--- config.mk ---
export PLATFORM = sky130hd
export DESIGN_NAME = dmux8way16_stream
export DESIGN_NICKNAME = d
export VERILOG_FILES = /design/src/rtl/dmux8_pkg.sv /design/src/rtl/dmux_chan_buf.sv /design/src/rtl/dmux8way16_stream.sv
export SDC_FILE = /design/constraint.sdc
export NUM_CORES = 1
export LEC_CHECK = 0
export BUFFER_PORTS_ARGS = -buffer_cell sky130_fd_sc_hd__clkbuf_2
export CAP_MARGIN = 0
export CORE_MARGIN = 2
export CORE_UTILIZATION = 54
export DETAILED_ROUTE_END_ITERATION = 12
export PLACE_DENSITY = 0.84
export SYNTH_ARGS = -nofsm -noshare
export SYNTH_HDL_FRONTEND = slang
export SYNTH_SLANG_ARGS = --single-unit
--- constraint.sdc ---
create_clock -name clk -period 2.67 [get_ports clk]
set_input_delay 0.4005 -clock clk [delete_from_list [all_inputs] [get_ports clk]]
set_output_delay 0.4005 -clock clk [all_outputs]
set_load 0.02 [all_outputs]
--- src/rtl/dmux8_pkg.sv ---
// rtl/dmux8_pkg.sv - shared constants and channel state type for the 8-way stream demux
package dmux8_pkg;
    localparam int NCH   = 8;
    localparam int SEL_W = 3;
    localparam int WIDTH = 16;

    typedef enum logic {
        CH_EMPTY = 1'b0,
        CH_FULL  = 1'b1
    } chan_state_t;
endpackage

--- src/rtl/dmux_chan_buf.sv ---
// rtl/dmux_chan_buf.sv - one-entry output buffer with load/drain FSM
module dmux_chan_buf
    import dmux8_pkg::*;
#(
    parameter int W = 16
) (
    input  logic         clk,
    input  logic         rst_n,
    input  logic         load,
    input  logic [W-1:0] load_data,
    input  logic         ready,
    output logic         valid,
    output logic [W-1:0] data
);
    chan_state_t state, next_state;

    always_ff @(posedge clk or negedge rst_n) begin
        if (!rst_n) begin
            state <= CH_EMPTY;
            data  <= '0;
        end else begin
            state <= next_state;
            if (load) begin
                data <= load_data;
            end
        end
    end

    // A load while FULL only arrives together with a drain, so the buffer stays FULL.
    always_comb begin
        next_state = state;
        case (state)
            CH_EMPTY: if (load) next_state = CH_FULL;
            CH_FULL:  if (ready && !load) next_state = CH_EMPTY;
            default:  next_state = CH_EMPTY;
        endcase
    end

    assign valid = (state == CH_FULL);
endmodule

--- src/rtl/dmux8way16_stream.sv ---
// rtl/dmux8way16_stream.sv - registered 8-way 16-bit stream demux; DMUX8_PROTOCOL_CHECK_EN enables the stall checker
module dmux8way16_stream #(
    parameter int WIDTH = 16,
    parameter int NCH   = 8
) (
    input  logic                 clk,
    input  logic                 rst_n,
    input  logic [WIDTH-1:0]     in_data,
    input  logic [2:0]           in_sel,
    input  logic                 in_valid,
    output logic                 in_ready,
    output logic [NCH*WIDTH-1:0] out_data,
    output logic [NCH-1:0]       out_valid,
    input  logic [NCH-1:0]       out_ready,
    output logic                 err
);
    import dmux8_pkg::SEL_W;

    logic           accept;
    logic [NCH-1:0] load;

    // Only the selected channel gates the producer, so stalled neighbours never block.
    assign in_ready = ~out_valid[in_sel] | out_ready[in_sel];
    assign accept   = in_valid & in_ready;

    for (genvar k = 0; k < NCH; k++) begin : g_chan
        assign load[k] = accept && (in_sel == SEL_W'(k));

        dmux_chan_buf #(.W(WIDTH)) u_buf (
            .clk       (clk),
            .rst_n     (rst_n),
            .load      (load[k]),
            .load_data (in_data),
            .ready     (out_ready[k]),
            .valid     (out_valid[k]),
            .data      (out_data[k*WIDTH +: WIDTH])
        );
    end

`ifdef DMUX8_PROTOCOL_CHECK_EN
    logic             prev_valid;
    logic             prev_ready;
    logic [WIDTH-1:0] prev_data;
    logic [SEL_W-1:0] prev_sel;
    logic             err_q;
    logic             violation;

    assign violation = prev_valid && !prev_ready &&
                       (!in_valid || (in_data != prev_data) || (in_sel != prev_sel));

    always_ff @(posedge clk or negedge rst_n) begin
        if (!rst_n) begin
            prev_valid <= 1'b0;
            prev_ready <= 1'b0;
            prev_data  <= '0;
            prev_sel   <= '0;
            err_q      <= 1'b0;
        end else begin
            prev_valid <= in_valid;
            prev_ready <= in_ready;
            prev_data  <= in_data;
            prev_sel   <= in_sel;
            err_q      <= err_q | violation;
        end
    end

    assign err = err_q;
`else
    assign err = 1'b0;
`endif
endmodule

==> results of run 1 <==
## stage by stage
step	hold slack, ns	setup WS (ns)	cells	utilization [%]	area [µm²]
2_1_floorplan	0.105	0.942	322	-	5270
3_3_place_gp	0.446	0.623	610	64.4	6210
3_5_place_dp	0.454	0.555	610	64.4	6210
4_1_cts	0.196	0.331	641	70.4	6790
5_1_grt	0.216	0.302	641	70.4	6790
6_report	0.214	0.362	641	70.4	6790
## cells by family (layout without fill, tap and decap cells)
kind of cell | Yosys count | count (layout)
flip-flops | 136 | 136
multiplexers | 131 | 131
AND/OR/NAND/NOR | 29 | 29
buffers and inverters | 21 | 207
AO/OA/AOI/OAI | 4 | 4
other | 1 | 1
## how the worst min path moves through the flow
stage	endpoint	slack [ns]	startpoint	cells after the start
finish	g_chan[1].u_buf.data[0]	0.21	in_data[0]	2
global route	g_chan[5].u_buf.data[13]	0.22	in_data[13]	2
CTS	g_chan[1].u_buf.data[0]	0.20	in_data[0]	2
detailed placement	g_chan[6].u_buf.valid	0.45	rst_n	1
global placement	g_chan[6].u_buf.valid	0.45	rst_n	1
floorplan	g_chan[0].u_buf.data[0]	0.10	rst_n	0
## Yosys cell counts (2+ instances only)
cell,n,share of area (%)
buf_4,10,1.4
o21ai_0,4,0.38
dfrtp_1,136,65
buf_2,8,0.76
nand2_1,9,0.64
nor2b_1,2,0.24
mux2_1,26,5.6
nand2b_1,8,0.95
mux4_2,2,0.85
buf_6,3,0.64
and3b_1,3,0.50
mux2_2,103,22
nand3_2,3,0.57
## per-layer routing
layer | vias to the layer above | part of all wire (%)
li1 | 1481 | -
met1 | 1760 | 41
met2 | 143 | 50
met3 | 16 | 7.0
met4 | 0 | 1.5
met5 | - | 0
## critical path, delay by kind of cell, from the launching register on
family / cells / cell delay, ns
buffers and inverters: 1 / 0.16
flip-flops: 1 / 0.35
multiplexers: 2 / 0.76
AND/OR/NAND/NOR: 1 / 0.13
## power by group through the flow
stage / sequential (µW) / combinational (µW) / clock, µW
2_1_floorplan: 3300 / 430 / 0
3_3_place_gp: 2760 / 1600 / 0
5_1_grt: 2810 / 1740 / 2320
4_1_cts: 2770 / 1650 / 2240
3_5_place_dp: 2790 / 1630 / 0
6_report: 2760 / 1630 / 2210
## area by class of cell
class                   count  area share (%)
flip-flops and latches    136            50.2
repair buffers            177            13.7
clock buffers              19            6.51
multi-input cells         165            25.3
clock inverters            11            1.86
well taps                 133            2.45
## flip-flops by register name, indices dropped and copies added (netlist names)
register and flops:
g_chan.u_buf.valid 8, g_chan.u_buf.data 128
## timing repair
action	in CTS	in global routing
hold endpoints to repair	43	0
resized for setup	0	0
hold buffers	1	0
==> summary.txt, run 1 <==
Timing
  • Setup_tns: 0 ns
  • Final min period: 2.31 ns
  • Max Fclk: 0.433 GHz
  • RSZ-0062 raised after global routing: no
  • # setup viols final: 0
  • Tightest Pin Transition: 0.642 ns
  • Worst Clk Skew: 0.00753 ns
  • Pins over their slew limit: 0
  • Period utilization: 86.4%
  • Slew headroom: 57.2%
  • Final hold violation count: 0

Floorplan
  • Area of the die: 10600 µm²
  • # IOs: 168
  • Overall die height: 103 µm
  • Die Wd: 103 µm
  • Core Region: 9640 µm²
  • Initial Utilization: 54.7%
  • Row cnt: 36

Setup path
  • Worst EP required: 2.27 ns
  • Highest cell delay on the worst timing path: 0.48 ns
  • Critical Path AT: 1.91 ns
  • Reg2reg path depth: 3
  • Reg2reg end: g_chan[2].u_buf.data[8]
  • R2R Path Start: g_chan[2].u_buf.valid
  • Worst setup SP type: flip-flop
  • Crit path from: g_chan[2].u_buf.valid
  • Capturing element type of the critical path: output port
  • Critical Path End: in_ready
  • FF-to-FF setup slack: 0.99 ns
  • CP max FO: 3
  • Slowest stage cell, crit path: mux4_2
  • Crit path cell chain: nand2b_1, mux4_2, mux2_2, clkbuf_2
  • Crit path kind: flip-flop to output port

Global route
  • GR met2 Demand/Resource: 40.6%
  • Vias in the first global route: 3499
  • First-pass GRT wire length: 19.0 mm
  • Gr busiest metal: met2
  • Met1 Track Usage GR: 30.7%
  • Largest net degree at the start of global routing: 67
  • Initial antenna violation count: 0
  • Grt met3 use: 8.61%
  • Overflow after GRT: 0
  • GRT Overall Usage: 24.9%

Power
  • Sw frac: 31.9%
  • Cell Int Power: 4500 µW
  • Sequential fraction of design power: 41.8%
  • Max VDD drop: 0.000559 V
  • Power Total: 6610 µW
  • Gate power share: 24.7%
  • Switch Pwr: 2110 µW
  • PwrDens: 974 nW/µm²
  • Clock power frac: 33.5%
  • LEAKAGE: 0.00333 µW

Logic synthesis
  • Post-synthesis register bit count: 136
  • Mapped Area: 5270 µm²
  • Post-synth EDFFs: 0
  • Post-Synthesis Cells: 322
  • Synthesized Nets: 352
  • Post-Synth XOR/XNOR Area: 0%
  • Main combinational cell family by area after synthesis: multiplexers
  • Synthesized area per cell: 16.4 µm²
  • Post-Synth Simple-Gate Area: 3.70%
  • Synth unique cells: 18
  • Seq/Total Area, Yosys: 64.6%
  • Asr flop ratio synth: 100%
  • Compound-Gate Fraction of Synth Area: 0.380%
  • Synth Flop Type: dfrtp_1
  • Post-synthesis mux area share: 28.4%
  • Ys Warns: 0
  • Synth Area in Adders: 0%

Clock tree
  • CTS tree: done
  • CTS root buf: clkbuf_8
  • CTS max path bufs: 2
  • # Post-CTS Setup Buffers: 0
  • Worst-path clk slew: 0.06 ns
  • TritonCTS Buffers: 17
  • Skew-Pair Late Insertion Delay: 0.52 ns
  • Htree depth: 4
  • Clk sink count: 136

Drt
  • Drc violations: 0
  • Detailed-route wire length per cell: 19.8 µm
  • DR iter-0 viols: 99
  • Routed Antenna Nets: 0
  • DR vias/cell: 5.30
  • DRT Pass-1 Iters: 4
  • Routed wire length: 12.7 mm
  • Via count: 3400

Placement
  • Final HPWL DP: 8.36 mm
  • # port buffers: 166
  • Routability cong.: 0.861

Layout
  • Layout cell share with drive strength beyond 1: 62.2%
  • Synth-to-Final Area Change: 28.8%
  • Ant. Diodes: 0
  • Most common cell after layout, fill and taps aside: clkbuf_2
  • Register Area: 3400 µm²
  • Number of fill cells: 681
  • Multi-input logic area: 1720 µm²
  • Fin nets: 527
  • Most frequent cells in the layout: 165 x clkbuf_2, 136 x dfrtp_1, 103 x mux2_2

Worst hold path
  • Hold Crit Class: input port to flip-flop

Job
  • Max-cap viol count: 0

Status
  • Status: finished, final reports clean
No activity file was read; power rests on OpenSTA's default activity.
==> run 2, diff against run 1 <==
CORE_ASPECT_RATIO = 0.9   (was not set)
==> summary.txt, run 2 (synthesis gave the netlist of run 1 again) <==
Drt
  • Detailed-route wire length per cell: 19.8 µm (-0.35%)
  • DR iter-0 viols: 132 (+33%)
  • Drc violations: 0 (unchanged)
  • Via count: 3323 (-2.3%)
  • Routed Antenna Nets: 0 (unchanged)
  • DRT Pass-1 Iters: 4 (unchanged)
  • Routed wire length: 12.5 mm (-1.4%)
  • DR vias/cell: 5.24 (-1.2%)

Timing
  • Final min period: 2.28 ns (-0.0263 ns)
  • # setup viols final: 0 (unchanged)
  • Worst Clk Skew: 0.00914 ns (+0.00160 ns)
  • Max Fclk: 0.438 GHz (+1.2%)
  • Pins over their slew limit: 0 (unchanged)
  • Period utilization: 85.5% (-0.99 points)
  • Tightest Pin Transition: 0.668 ns (+0.0260 ns)
  • Final hold violation count: 0 (unchanged)
  • RSZ-0062 raised after global routing: no
  • Slew headroom: 55.4% (-1.8 points)
  • Setup_tns: 0 ns (unchanged)

Power
  • Clock power frac: 34.7% (+1.2 points)
  • Power Total: 6720 µW (+1.7%)
  • Switch Pwr: 2130 µW (+1.2%)
  • Sequential fraction of design power: 41.0% (-0.8 points)
  • Sw frac: 31.7% (-0.14 points)
  • Max VDD drop: 0.000736 V (+32%)
  • Gate power share: 24.3% (-0.4 points)
  • PwrDens: 989 nW/µm² (+1.5%)
  • LEAKAGE: 0.00334 µW (+0.39%)
  • Cell Int Power: 4590 µW (+1.9%)

Global route
  • GRT Overall Usage: 25.0% (+0.14 points)
  • Largest net degree at the start of global routing: 72 (+7.5%)
  • First-pass GRT wire length: 19.3 mm (+1.9%)
  • Vias in the first global route: 3525 (+0.74%)
  • Initial antenna violation count: 0 (unchanged)
  • Overflow after GRT: 0 (unchanged)

Clock tree
  • Clk sink count: 136 (unchanged)
  • TritonCTS Buffers: 17 (unchanged)
  • CTS max path bufs: 2 (unchanged)
  • Post-cts sizing count: 0 (unchanged)
  • CTS root buf: clkbuf_8
  • Worst-path clk slew: 0.06 ns (about the same)
  • Skew-Pair Late Insertion Delay: 0.51 ns (about the same)
  • Hold_buf cts: 1 (unchanged)
  • Htree depth: 4 (unchanged)
  • # Post-CTS Setup Buffers: 0 (unchanged)
  • CTS tree: done

Setup path
  • R2R Path Start: g_chan[4].u_buf.valid
  • Crit path from: g_chan[5].u_buf.valid
  • Capturing element type of the critical path: output port
  • Reg2reg path depth: 3 (unchanged)
  • Reg2reg end: g_chan[4].u_buf.data[12]
  • Critical Path AT: 1.88 ns (-0.03 ns)
  • Critical Path End: in_ready
  • Worst EP required: 2.27 ns (about the same)
  • CP max FO: 4 (+1)
  • Crit path kind: flip-flop to output port
  • Worst setup SP type: flip-flop
  • FF-to-FF setup slack: 0.98 ns (about the same)

Job
  • Max-cap viol count: 0 (unchanged)

Floorplan
  • Die Wd: 108 µm (+5.2%)
  • Initial Utilization: 55.0% (+0.39 points)
  • Row cnt: 34 (-5.6%)
  • Overall die height: 97.7 µm (-4.9%)
  • Core Region: 9570 µm² (-0.70%)
  • Area of the die: 10600 µm² (about the same)
  • # IOs: 168 (unchanged)

Worst hold path
  • Hold Crit Class: input port to flip-flop

Layout
  • Most common cell after layout, fill and taps aside: clkbuf_2
  • Max FFs per register: 128 (unchanged)
  • Ant. Diodes: 0 (unchanged)
  • Final non-filler cell total: 634 (-1.1%)
  • Post-route cell area: 6790 µm² (+0.13%)
  • Synth-to-Final Area Change: 28.9%
  • Fin nets: 525 (-0.38%)
  • Biggest register: g_chan.u_buf.data
  • Layout cell share with drive strength beyond 1: 62.2% (unchanged)
  • Most frequent cells in the layout: 165 x clkbuf_2, 136 x dfrtp_1, 103 x mux2_2

Status
  • Status: finished, final reports clean

Placement
  • Routability cong.: 0.824 (-4.3%)
  • Placed cell count: 601 (-1.5%)
  • # port buffers: 166 (unchanged)
  • Final HPWL DP: 8.23 mm (-1.5%)
  • Dpl cell area: 6180 µm² (-0.38%)
-- run 2: worst max-delay path, stage by stage, from the launching register on --
cell and delay (ns):
dfrtp_1 0.35, nand2b_1 0.11, mux4_2 0.49, mux2_2 0.27, clkbuf_2 0.15
-- run 2: final cells by class --
| class | instances | area, µm² |
|---|---|---|
| fillers | 670 | 2780 |
| repair buffers | 175 | 916 |
| multi-input cells | 165 | 1720 |
| well taps | 126 | 158 |
| flip-flops and latches | 136 | 3400 |
| clock inverters | 14 | 173 |
| clock buffers | 18 | 428 |
-- run 2: metal layers --
metal  vias up  global-route usage [%]  routed length, µm  share of wire (%)
met1      1717                    30.6               5100                 41
met5         -                       0                  0                  0
li1       1478                       -                  -                  -
met4         0                    9.86                221                1.8
met2       108                    42.4               6530                 52
met3        20                    6.37                670                5.3
-- run 2: how the worst min path moves through the flow --
stage | start | endpoint | slack [ns] | cells after the start
final | in_data[15] | g_chan[6].u_buf.data[15] | 0.22 | 2
after global routing | in_data[15] | g_chan[6].u_buf.data[15] | 0.22 | 2
after CTS | in_data[8] | g_chan[6].u_buf.data[8] | 0.20 | 2
after detailed placement | rst_n | g_chan[1].u_buf.data[0] | 0.44 | 1
after global placement | rst_n | g_chan[7].u_buf.data[0] | 0.43 | 1
after floorplan | rst_n | g_chan[0].u_buf.data[0] | 0.10 | 0
-- run 2: power by group through the flow --
stage | sequential (µW) | combinational (µW) | clock [µW]
after detailed placement | 2780 | 1640 | 0
after floorplan | 3300 | 430 | 0
after CTS | 2750 | 1650 | 2370
after global placement | 2750 | 1600 | 0
final | 2750 | 1630 | 2330
after global routing | 2810 | 1720 | 2460
-- run 2: through the flow --
| step | setup slack (ns) | utilization (%) | hold WS (ns) |
|---|---|---|---|
| floorplan | 0.942 | - | 0.105 |
| global placement | 0.688 | 64.6 | 0.430 |
| detailed placement | 0.625 | 64.6 | 0.444 |
| CTS | 0.346 | 71.0 | 0.199 |
| global route | 0.294 | 71.0 | 0.215 |
| finish | 0.388 | 71.0 | 0.222 |
==> run 3, diff against run 2 <==
PLACE_DENSITY = 0.88   (was 0.84)
==> summary.txt, run 3 (synthesis gave the netlist of run 1 again) <==
Status
  • Status: finished, final reports clean

Floorplan
  • Area of the die: 10600 µm² (unchanged)
  • Core Region: 9570 µm² (unchanged)
  • Overall die height: 97.7 µm (unchanged)
  • # IOs: 168 (unchanged)
  • Initial Utilization: 55.0% (unchanged)
  • Die Wd: 108 µm (unchanged)
  • Row cnt: 34 (unchanged)

Layout
  • Post-route cell area: 6790 µm² (about the same)
  • Fin nets: 524 (-0.19%)
  • Synth-to-Final Area Change: 28.9% (about the same)
  • Most frequent cells in the layout: 165 x clkbuf_2, 136 x dfrtp_1, 103 x mux2_2
  • Biggest register: g_chan.u_buf.data
  • Layout cell share with drive strength beyond 1: 61.9% (-0.35 points)
  • Ant. Diodes: 0 (unchanged)
  • Most common cell after layout, fill and taps aside: clkbuf_2
  • Max FFs per register: 128 (unchanged)

Drt
  • DR vias/cell: 5.27 (+0.50%)
  • Via count: 3329 (+0.18%)
  • DRT Pass-1 Iters: 4 (unchanged)
  • DR iter-0 viols: 97 (-27%)
  • Routed Antenna Nets: 0 (unchanged)
  • Detailed-route wire length per cell: 19.3 µm (-2.2%)
  • Routed wire length: 12.2 mm (-2.5%)
  • Drc violations: 0 (unchanged)

Placement
  • Final HPWL DP: 8.16 mm (-0.84%)
  • Routability cong.: 0.774 (-6.1%)
  • # port buffers: 166 (unchanged)
  • Dpl cell area: 6180 µm² (-0.12%)

Timing
  • # setup viols final: 0 (unchanged)
  • RSZ-0062 raised after global routing: no
  • Tightest Pin Transition: 0.798 ns (+0.130 ns)
  • Max Fclk: 0.439 GHz (+0.18%)
  • Pins over their slew limit: 0 (unchanged)
  • Slew headroom: 46.7% (-8.7 points)
  • Final hold violation count: 0 (unchanged)
  • Final min period: 2.28 ns (-0.00400 ns)
  • Worst Clk Skew: 0.00865 ns (-0.000481 ns)
  • Period utilization: 85.3% (-0.15 points)
  • Setup_tns: 0 ns (unchanged)

Power
  • Sw frac: 31.1% (-0.60 points)
  • Sequential fraction of design power: 40.9% (about the same)
  • PwrDens: 991 nW/µm² (+0.20%)
  • Switch Pwr: 2100 µW (-1.8%)
  • LEAKAGE: 0.00334 µW (about the same)
  • Clock power frac: 34.9% (+0.2 points)
  • Gate power share: 24.2% (about the same)
  • Max VDD drop: 0.000498 V (-32%)
  • Cell Int Power: 4630 µW (+1.0%)

Setup path
  • Slowest stage cell, crit path: mux4_2
  • Highest cell delay on the worst timing path: 0.48 ns (about the same)
  • Capturing element type of the critical path: output port
  • Worst setup SP type: flip-flop
  • CP max FO: 3 (-1)
  • Critical Path AT: 1.88 ns (about the same)
  • Crit path kind: flip-flop to output port
  • Crit path cell chain: nand2b_1, mux4_2, mux2_2, clkbuf_2
  • Worst EP required: 2.27 ns (about the same)

Clock tree
  • TritonCTS Buffers: 17 (unchanged)
  • CTS tree: done
  • # Post-CTS Setup Buffers: 0 (unchanged)
  • Skew-Pair Late Insertion Delay: 0.50 ns (about the same)
  • Worst-path clk slew: 0.06 ns (about the same)
  • Clk sink count: 136 (unchanged)
  • Htree depth: 4 (unchanged)
  • CTS max path bufs: 2 (unchanged)
  • CTS root buf: clkbuf_8

Worst hold path
  • Hold Crit Class: input port to flip-flop

Global route
  • Overflow after GRT: 0 (unchanged)
  • First-pass GRT wire length: 18.9 mm (-2.4%)
  • Initial antenna violation count: 0 (unchanged)
  • GRT Overall Usage: 24.0% (-1.0 points)
  • Largest net degree at the start of global routing: 62 (-14%)
  • Vias in the first global route: 3420 (-3.0%)

Job
  • Max-cap viol count: 0 (unchanged)
-- run 3: cell count changes in the layout (fill, tap and decap cells not counted) --
cell and change:
clkbuf_8 +2, clkinvlp_4 -2, clkbuf_1 +1, inv_6 -1, clkinv_2 -1, buf_4 -1
-- run 3: final timing paths --
kind | start | endpoint | slack [ns] | depth (start not counted)
max in group asynchronous | rst_n | g_chan[2].u_buf.data[14] | 1.56 | 3
max | g_chan[2].u_buf.valid | in_ready | 0.39 | 4
min in group asynchronous | rst_n | g_chan[2].u_buf.data[0] | 0.32 | 2
max reg2reg | g_chan[4].u_buf.valid | g_chan[4].u_buf.data[1] | 0.86 | 3
min | out_ready[4] | g_chan[4].u_buf.valid | 0.23 | 3
min reg2reg | g_chan[6].u_buf.data[9] | g_chan[6].u_buf.data[9] | 0.48 | 1
-- run 3: layer usage --
| metal | wire length [µm] | share of wire, % | track usage (%) |
|---|---|---|---|
| met4 | 207 | 1.7 | 8.97 |
| met5 | 0 | 0 | 0 |
| met3 | 546 | 4.5 | 5.77 |
| met1 | 5140 | 42 | 31.1 |
| met2 | 6320 | 52 | 39.4 |
-- run 3: cell type report --
| type | count | area (µm²) |
|---|---|---|
| Tap cell | 126 | 158 |
| Sequential cell | 136 | 3400 |
| Multi-Input combinational cell | 165 | 1720 |
| Timing Repair Buffer | 174 | 908 |
| Fill cell | 648 | 2780 |
| Clock inverter | 10 | 144 |
| Clock buffer | 21 | 459 |
-- run 3: power groups by stage --
stage | sequential (µW) | clock (µW) | combinational (µW)
after floorplan | 3300 | 0 | 430
after global placement | 2750 | 0 | 1600
after detailed placement | 2780 | 0 | 1640
after CTS | 2750 | 2370 | 1650
after global routing | 2800 | 2470 | 1720
final | 2750 | 2350 | 1630
-- run 3: timing repair --
item | CTS | global route
hold endpoints to repair | 12 | 0
resized for setup | 0 | 0
hold buffers | 1 | 0
-- run 3: metrics by stage --
step           hold WS, ns  setup WS, ns  total power, µW  utilization (%)  instances
2_1_floorplan        0.105         0.942             3730                -        322
3_3_place_gp         0.266         0.672             4340             64.5        600
3_5_place_dp         0.268         0.565             4420             64.5        600
4_1_cts              0.213         0.358             6770             70.9        632
5_1_grt              0.219         0.306             6990             70.9        632
6_report             0.233         0.392             6730             70.9        632
-- run 3: critical path: cells and delay by family (launching register included) --
kind / cells / cell delay (ns)
buf+inv: 1 / 0.15
mux: 2 / 0.76
flops: 1 / 0.34
simple gates: 1 / 0.13
